--- src/rtl/conv_sequencer_pkg.sv ---
// rtl/conv_sequencer_pkg.sv - shared types and constants for the convolution sequencer
package conv_sequencer_pkg;

    localparam int ACC_W     = 40;
    localparam int X_W       = 16;
    localparam int X_PAD_W   = 16;
    localparam int X_EXT_W   = ACC_W - X_W - X_PAD_W;
    localparam int NUM_U_DEF = 16;

    typedef enum logic [2:0] {
        S_IDLE,
        S_RJ_RD,
        S_COEF_RD,
        S_DATA_RD,
        S_ADD,
        S_SHIFT,
        S_DONE
    } state_t;

    // Sample lands at bits 31:16 of the accumulator, sign-extended above.
    function automatic logic [ACC_W-1:0] x_to_operand(input logic [X_W-1:0] x);
        return {{X_EXT_W{x[X_W-1]}}, x, {X_PAD_W{1'b0}}};
    endfunction

endpackage

--- src/rtl/conv_sequencer_addr_gen.sv ---
// rtl/conv_sequencer_addr_gen.sv - coefficient address counter and wrapped sample address
module conv_addr_gen #(
    parameter int COEF_AW = 9
) (
    input  logic               sClk,
    input  logic               ALUReset_n,
    input  logic               i_load,
    input  logic               i_data_en,
    input  logic               i_coef_inc,
    input  logic [7:0]         i_ptr,
    input  logic [7:0]         i_k,
    output logic [COEF_AW-1:0] o_coef_addr,
    output logic [7:0]         o_data_addr
);

    logic [7:0]         r_ptr;
    logic [COEF_AW-1:0] r_coef_addr;
    logic [7:0]         r_data_addr;

    always_ff @(posedge sClk or negedge ALUReset_n) begin
        if (!ALUReset_n) begin
            r_ptr       <= '0;
            r_coef_addr <= '0;
            r_data_addr <= '0;
        end else begin
            if (i_load) begin
                r_ptr       <= i_ptr;
                r_coef_addr <= '0;
            end else if (i_coef_inc) begin
                r_coef_addr <= r_coef_addr + COEF_AW'(1);
            end
            // 8-bit subtraction gives the circular sample-buffer wrap for free.
            if (i_data_en) begin
                r_data_addr <= r_ptr - i_k;
            end
        end
    end

    assign o_coef_addr = r_coef_addr;
    assign o_data_addr = r_data_addr;

endmodule

--- src/rtl/conv_sequencer.sv ---
// rtl/conv_sequencer.sv - FSM and accumulator producing one convolution output per start
// Optional sticky signed-overflow flag when CONV_OVF_DETECT_EN is defined.
module conv_sequencer
    import conv_sequencer_pkg::*;
#(
    parameter int NUM_U   = NUM_U_DEF,
    parameter int COEF_AW = 9
) (
    input  logic               sClk,
    input  logic               ALUReset_n,
    input  logic               start,
    input  logic [7:0]         xnew_ptr,
    output logic [3:0]         rj_addr,
    input  logic [7:0]         rj_data,
    output logic [COEF_AW-1:0] coef_addr,
    input  logic [8:0]         coef_data,
    output logic [7:0]         data_addr,
    input  logic [15:0]        data_data,
    output logic               alu_sign,
    output logic [ACC_W-1:0]   alu_opA,
    output logic [ACC_W-1:0]   alu_opB,
    input  logic [ACC_W-1:0]   alu_result,
    input  logic               alu_ready,
    output logic               busy,
    output logic               done,
`ifdef CONV_OVF_DETECT_EN
    output logic               ovf,
`endif
    output logic [ACC_W-1:0]   y_out
);

    state_t             r_state;
    state_t             w_state_nxt;
    logic               r_rj_ph;
    logic [3:0]         r_u;
    logic [7:0]         r_cnt;
    logic [ACC_W-1:0]   r_acc;
    logic [ACC_W-1:0]   r_y_out;
    logic               r_sign;
    logic               w_start_ok;
    logic               w_add_cap;
    logic               w_last_u;
    logic [ACC_W-1:0]   w_acc_shr;

    assign w_start_ok = (r_state == S_IDLE) && start;
    assign w_add_cap  = (r_state == S_ADD) && alu_ready;
    assign w_last_u   = (r_u == 4'(NUM_U - 1));
    assign w_acc_shr  = {r_acc[ACC_W-1], r_acc[ACC_W-1:1]};

    conv_addr_gen #(.COEF_AW(COEF_AW)) u_addr_gen (
        .sClk        (sClk),
        .ALUReset_n  (ALUReset_n),
        .i_load      (w_start_ok),
        .i_data_en   (r_state == S_COEF_RD),
        .i_coef_inc  (w_add_cap),
        .i_ptr       (xnew_ptr),
        .i_k         (coef_data[7:0]),
        .o_coef_addr (coef_addr),
        .o_data_addr (data_addr)
    );

    always_ff @(posedge sClk or negedge ALUReset_n) begin
        if (!ALUReset_n) r_state <= S_IDLE;
        else             r_state <= w_state_nxt;
    end

    always_comb begin
        w_state_nxt = r_state;
        case (r_state)
            S_IDLE:    if (start) w_state_nxt = S_RJ_RD;
            // Second RJ_RD cycle sees the group's count and decides.
            S_RJ_RD:   if (r_rj_ph) w_state_nxt = (rj_data == 8'd0) ? S_SHIFT : S_COEF_RD;
            S_COEF_RD: w_state_nxt = S_DATA_RD;
            S_DATA_RD: w_state_nxt = S_ADD;
            S_ADD:     if (alu_ready) w_state_nxt = (r_cnt == 8'd1) ? S_SHIFT : S_COEF_RD;
            S_SHIFT:   w_state_nxt = w_last_u ? S_DONE : S_RJ_RD;
            S_DONE:    w_state_nxt = S_IDLE;
            default:   w_state_nxt = S_IDLE;
        endcase
    end

    always_comb begin
        busy     = 1'b0;
        done     = 1'b0;
        alu_sign = 1'b0;
        alu_opA  = '0;
        alu_opB  = '0;
        case (r_state)
            S_RJ_RD, S_COEF_RD, S_SHIFT: busy = 1'b1;
            S_DATA_RD, S_ADD: begin
                busy     = 1'b1;
                alu_sign = r_sign;
                alu_opA  = x_to_operand(data_data);
                alu_opB  = r_acc;
            end
            S_DONE:  done = 1'b1;
            default: ;
        endcase
    end

    always_ff @(posedge sClk or negedge ALUReset_n) begin
        if (!ALUReset_n) begin
            r_rj_ph <= 1'b0;
            r_u     <= '0;
            r_cnt   <= '0;
            r_acc   <= '0;
            r_y_out <= '0;
            r_sign  <= 1'b0;
        end else begin
            r_rj_ph <= (r_state == S_RJ_RD) && !r_rj_ph;
            case (r_state)
                S_IDLE: if (start) begin
                    r_acc <= '0;
                    r_u   <= '0;
                end
                S_RJ_RD:   if (r_rj_ph) r_cnt <= rj_data;
                S_COEF_RD: r_sign <= coef_data[8];
                S_ADD: if (alu_ready) begin
                    r_acc <= alu_result;
                    r_cnt <= r_cnt - 8'd1;
                end
                S_SHIFT: begin
                    r_acc <= w_acc_shr;
                    r_u   <= r_u + 4'd1;
                    if (w_last_u) r_y_out <= w_acc_shr;
                end
                default: ;
            endcase
        end
    end

`ifdef CONV_OVF_DETECT_EN
    logic r_ovf;
    logic w_a_eff_sign;
    assign w_a_eff_sign = alu_sign ? ~alu_opA[ACC_W-1] : alu_opA[ACC_W-1];

    always_ff @(posedge sClk or negedge ALUReset_n) begin
        if (!ALUReset_n)     r_ovf <= 1'b0;
        else if (w_start_ok) r_ovf <= 1'b0;
        else if (w_add_cap && (alu_opB[ACC_W-1] == w_a_eff_sign)
                 && (alu_result[ACC_W-1] != alu_opB[ACC_W-1]))
            r_ovf <= 1'b1;
    end
    assign ovf = r_ovf;
`endif

    assign rj_addr = r_u;
    assign y_out   = r_y_out;

endmodule

--- config.mk ---
export PLATFORM = sky130hd
export DESIGN_NAME = conv_sequencer
export DESIGN_NICKNAME = d
export VERILOG_FILES = /design/src/rtl/conv_sequencer_pkg.sv /design/src/rtl/conv_sequencer_addr_gen.sv /design/src/rtl/conv_sequencer.sv
export SDC_FILE = /design/constraint.sdc
export NUM_CORES = 1
export LEC_CHECK = 0
export BUFFER_PORTS_ARGS = -buffer_cell sky130_fd_sc_hd__buf_4
export CAP_MARGIN = 15
export CORE_ASPECT_RATIO = 0.9
export CORE_MARGIN = 2
export CORE_UTILIZATION = 55
export CTS_BUF_LIST = sky130_fd_sc_hd__clkbuf_4 sky130_fd_sc_hd__clkbuf_8
export CTS_CLUSTER_DIAMETER = 40
export DETAILED_ROUTE_END_ITERATION = 6
export PLACE_DENSITY = 0.94
export SLEW_MARGIN = 25
export SYNTH_ARGS = -nofsm -noshare
export SYNTH_HDL_FRONTEND = slang
export SYNTH_SLANG_ARGS = --single-unit
--- constraint.sdc ---
create_clock -name sClk -period 3.8 [get_ports sClk]
set_input_delay 0 -clock sClk [delete_from_list [all_inputs] [get_ports sClk]]
set_output_delay 0 -clock sClk [all_outputs]
set_load 0.01 [all_outputs]
---- Word-level counts from Yosys, hierarchy flattened ----
Index checks and enable logic that the tools add are counted.
storage, ports and cells
  register bits after elaboration ......... 121
  input bits .............................. 85
  output and inout bits ................... 144
  logic and storage cells ................. 68
cells by class
  $add $sub $neg .......................... 4
  equality and inequality tests ........... 11
  multiplexer cells ....................... 22
  bitwise gates (word level) .............. 1
  reduce and logical (&&, ||, !) cells .... 19
operator list
  cell                                               count
  2-to-1 mux 40 bit                                  4
  one-hot mux 40 bit (3 select lines)                1
  2-to-1 mux 3 bit                                   6
  2-to-1 mux 9 bit                                   2
  one-hot mux 3 bit (6 select lines)                 1
  2-to-1 mux 8 bit                                   2
  one-hot mux 8 bit (2 select lines)                 1
  adder 9 x 1 -> 9 bit (second input constant)       1
  == test 3 bit (second input constant)              3
  AND reduction 3 bit                                3
  == test 8 x 1 -> 1 bit (second input constant)     1
  logical NOT 8 bit                                  1
  one-hot mux 4 bit (2 select lines)                 1
  nonzero test 2 bit                                 4
  subtractor 8 x 1 -> 8 bit (second input constant)  1
  subtractor 8 bit                                   1
  == test 3 x 2 -> 1 bit (second input constant)     2
  inequality test 2 bit (second input constant)      3
  OR reduction 5 bit                                 1
  adder 4 x 1 -> 4 bit (second input constant)       1
  == test 4 bit (second input constant)              1
  2-to-1 mux 4 bit                                   1
  AND reduction 2 bit                                2
  AND reduction 4 bit                                1
  other kinds (8)                                    12

---- Logic depth before layout (Yosys ltp) ----
  depth in word-level cells ............... 4
  gate-level depth with buffers ........... 8
  depth with buffers taken out ............ 8

---- Cells and area by module ----
A second synthesis with hierarchy kept.
second synthesis, totals
  cell total of the unflattened synthesis .. 611
  area total of the unflattened synthesis .. 6,212.2 um^2
modules (own cells, without submodules)
  module          times used  cells each  area each (um^2)  sequential area each (um^2)
  conv_sequencer  1           473         4,849.7           2,402.3
  conv_addr_gen   1           138         1,362.6           625.6

---- Worst setup path after synthesis ----
OpenSTA, ideal clock, no wires.
  path type ............................... reg-to-reg
  from .................................... register u_addr_gen.r_ptr[0]
  to ...................................... register u_addr_gen.r_data_addr[6] (netlist: u_addr_gen.o_data_addr[6])
  library setup time ...................... 0.069 ns
  arrival time ............................ 1.831 ns
  required time ........................... 3.731 ns
  setup slack ............................. 1.899 ns
  stages on the path, launching flop included .. 9
  buffers on the path ..................... 0
  period minus slack after synthesis ...... 1.901 ns
  cell sequence ........................... dfrtp_1 inv_1 ha_1 inv_1 fa_1 a21o_1 a31o_2 a2111oi_0 nand3b_1
on the way
  longest elaborated chain between the ends .. 1
RTL lines
  item                    line                           RTL
  from (decl)             conv_sequencer_addr_gen.sv:16  logic [7:0] r_ptr;
  from (signal assigned)  conv_sequencer_addr_gen.sv:27  r_ptr <= i_ptr;
  subtractor 8 bit        conv_sequencer_addr_gen.sv:34  r_data_addr <= r_ptr - i_k;
  to (signal assigned)    conv_sequencer_addr_gen.sv:34
  to (decl)               conv_sequencer_addr_gen.sv:18  logic [7:0] r_data_addr;
Every way passes these cells.
A chain may end at the register's enable or synchronous reset.

---- Worst setup path after layout ----
  from .................................... register r_state[2]
  to ...................................... output alu_opA[31]
on the way
  longest elaborated chain between the ends .. 3
  elaborated cells on any way between the ends .. 4
  those cells by class .................... eq/ne (2); mux (1); reduce/logical (1)
RTL lines
  item                                                            line                  RTL
  from (decl)                                                     conv_sequencer.sv:32  state_t r_state;
  from (signal assigned)                                          conv_sequencer.sv:64  else r_state <= w_state_nxt;
  == test 3 bit / == test 3 x 2 -> 1 bit (equally long branches)  conv_sequencer.sv:88  case (r_state)
  OR reduction 2 bit *                                            conv_sequencer.sv:88
  2-to-1 mux 40 bit *                                             conv_sequencer.sv:88
  to (decl)                                                       conv_sequencer.sv:20  output logic [ACC_W-1:0] alu_opA,
Mark *: on every way between the ends. The rest lies on a longest branch, timed or not.

==> summary.txt <==
Outcome
  – Status: complete, no violations

Power
  – Logic gate share of total power: 0.410
  – Leakage power: approximately 4.4 nW
  – Total power per unit cell area: around 640 nW/µm²
  – Int Power: around 3.4 mW
  – Clock power frac: 0.214
  – Sw Ratio: 0.392
  – Reg power frac: 0.377
  – VDD IR-drop max: around 0.39 mV
  – NetSw: around 2.2 mW
  – Overall power: 5.66 mW

Drt
  – Antenna viol nets, final: 0
  – WL per Instance: 17.9 µm
  – Via Count: around 6000
  – Post-detailed-routing wire length: about 19000 µm
  – Vias per Instance: about 5.6
  – DR iter-0 viols: approximately 420
  – DR DRC count: 0
  – Drt pass-1 iters: 6

Global routing
  – Total gr overflow: 0
  – Initial antenna violation count: 1
  – First-pass GRT wire length: about 29000 µm
  – Pin count of the biggest net entering global routing: between 70 and 80
  – Vias in the first global route: 5800
  – Total global-route track usage: 0.307

Synthesis
  – EDFF count, synth: 0
  – Async set or reset register ratio after synthesis: 1.00
  – Avg Synthesized Cell Area: 10.1 µm²
  – Top cell type's share of synthesized area: 0.483
  – Yosys top cell by area: dfrtp_1
  – Ys Warns: 0
  – Mapped Area: roughly 6300 µm²
  – Top FF cell, synth: dfrtp_1
  – Yosys reg bits: 121
  – Cells after Synth: about 620
  – Register area share after synthesis: 0.483
  – Largest cells by area after synthesis: dfrtp_1, mux2_2, and2_1
  – Distinct cells, synth: between 50 and 60

Worst hold path
  – Hold crit path type: in2async

Clock tree
  – Resized Gates After CTS: 0
  – CTS tree: built
  – Worst-skew pair later-pin latency: about 0.42 ns
  – CTS Buf Count: 17
  – Post-CTS setup buffer count: 0
  – CTS H-tree depth: 4
  – Clk slew on worst S/H paths: 0.08 ns
  – Root Driver: clkbuf_8
  – Sink Count: around 120
  – Clk buf depth: 2

Timing
  – Rel. slew slack: 0.298
  – Final slew viol count: 0
  – WHS: 0.0355 ns
  – PnR worst setup slack: between 0.7 and 0.8 ns
  – Min Tclk post-route: 3.07 ns
  – Number of hold violations in the final report: 0
  – RSZ-0062 raised after global routing: no
  – Worst-Margin Slew: ~1.1 ns
  – Fin crit share: 0.808
  – Sum Neg Setup Slack: 0 ns
  – FMAX: roughly 0.33 GHz
  – Worst Skew: between 0.015 and 0.02 ns
  – Final setup vio count: 0

Cells and area
  – Layout cells sized above 1: 0.336
  – Core Util, Final: 0.806
  – Layout Nets: a little under 1000
  – Finished Cell Area: 8860 µm²
  – Synth-to-Final Area Change: 41.3%
  – Final Non-Filler Cells: between 1000 and 1500

Die
  – Core Area: roughly 11000 µm²
  – Row count: 36
  – Initial Utilization: 0.570
  – Chip width: about 120 µm
  – Die area: between 10000 and 15000 µm²
  – # IOs: roughly 230
  – Chip Height: ~110 µm

Worst setup path
  – Critical path arrival: 3.07 ns
  – Worst reg2reg path depth: 5
  – Critical-path top delay cell: nand2_2
  – Crit path from: r_state[2]
  – CP startpoint kind: flip-flop
  – Worst path depth: 4
  – Max incr delay on CP: ~0.71 ns
  – Crit-path cells: or3b_1 -> nand2_2 -> and2_1 -> buf_4
  – Top delay family on crit path: simple AND/OR/NAND/NOR gates
  – Buf/Inv on CP: 1
  – Worst setup EP type: output port
  – WS Path Type: reg2out
  – Worst-path fanout max: between 50 and 60
  – Worst reg2reg path startpoint: r_state[2]
  – Required time of the worst setup path: around 3.8 ns

Placed design
  – Gp weighted congestion: approximately 0.9
  – IO buf count: between 200 and 250
  – Pre-CTS setup slack: about 1.2 ns
  – Hpwl dp: approximately 12000 µm
  – Placed Area: between 7000 and 8000 µm²
  – Placed cells: about 940

Run
  – # Max-Cap Violations: 0
==> per-layer routing <==
layer / GRT usage / routed length, µm / vias up
li1: - / - / 2657
met1: 0.343 / 6640 / 2819
met2: 0.547 / 9960 / 330
met3: 0.0633 / 1190 / 68
met4: 0.156 / 812 / 0
met5: 0 / 0 / -
==> cells in the final DEF, fill, tap and decap left out, types with 3 or more instances in the layout <==
cell type | netlist | final
a21o_1 | 4 | 4
nand2_1 | 43 | 43
nand3_1 | 10 | 10
nor3_1 | 5 | 5
o21ai_1 | 4 | 4
conb_1 | 1 | 16
mux2_2 | 34 | 34
xor2_1 | 6 | 6
inv_1 | 12 | 12
o211ai_1 | 7 | 7
o31ai_1 | 3 | 3
dlygate4sd3_1 | 0 | 63
clkinv_2 | 0 | 4
nand3b_1 | 7 | 7
clkbuf_8 | 0 | 20
clkbuf_4 | 0 | 3
bufinv_16 | 0 | 3
mux2_1 | 8 | 8
a21oi_1 | 54 | 54
and2_1 | 58 | 58
dfrtp_1 | 121 | 121
o21ai_0 | 21 | 21
buf_4 | 28 | 221
a22oi_1 | 42 | 42
nor2_1 | 59 | 58
xnor2_1 | 3 | 3
ha_1 | 11 | 11
or3b_1 | 4 | 4
==> flip-flops by register name, summed over array words and instances (netlist names) <==
register	flops
r_acc	40
r_sign	1
rj_addr	4
r_state	3
r_cnt	8
u_addr_gen.r_ptr	8
y_out	39
r_rj_ph	1
u_addr_gen.o_coef_addr	9
u_addr_gen.o_data_addr	8
==> logic make-up after synthesis <==
family / Yosys count / share of synthesized area
compound gates: 154 / 0.156
xor+xnor: 9 / 0.0126
fa+ha+maj: 12 / 0.0251
buf+inv: 77 / 0.0740
flops: 121 / 0.483
mux: 42 / 0.0754
other cells: 1 / 0.000598
simple gates: 205 / 0.173
==> path summary, 6_finish.rpt <==
path,endpoint,slack [ns]
setup reg to reg,r_acc[39],0.88
hold reg to reg,u_addr_gen.o_data_addr[4],0.49
setup / recovery,alu_opA[31],0.73
hold / removal,u_addr_gen.o_coef_addr[7],0.04
min in group sClk,r_state[0],0.13
max in group asynchronous,y_out[24],2.79
==> power by group through the flow <==
stage	sequential, mW	clock [mW]	combinational, mW
after floorplan	1.98	0	1.57
after global placement	2.09	0	2.09
after detailed placement	2.13	0	2.20
after CTS	2.11	1.22	2.28
after global routing	2.18	1.29	2.57
final	2.13	1.21	2.32
==> cells in the mapped netlist (all sizes together), types with 5 or more instances <==
library cell / count
nand2: 44
a22oi: 42
buf: 58
nor3: 5
and2: 58
mux2: 42
nor2: 59
ha: 11
nand3b: 7
clkbuf: 7
a21oi: 56
o211ai: 7
o21ai: 26
xor2: 6
inv: 12
dfrtp: 121
nand3: 10
==> what timing repair did <==
| action | 4_1_cts | 5_1_grt |
|---|---|---|
| hold buffers | 63 | 0 |
| endpoints found under the hold margin | 134 | 0 |
| endpoints found under the setup margin | 0 | 0 |
==> final cells by class <==
type / count / area, µm²
inverters: 12 / 45.0
fillers: 641 / 2130
diodes: 2 / 5.00
multi-input cells: 438 / 2860
clock inverters: 8 / 119
clock buffers: 23 / 298
repair buffers: 285 / 2320
flip-flops and latches: 121 / 3030
well taps: 152 / 190
Power figures use the tool's default switching activity.
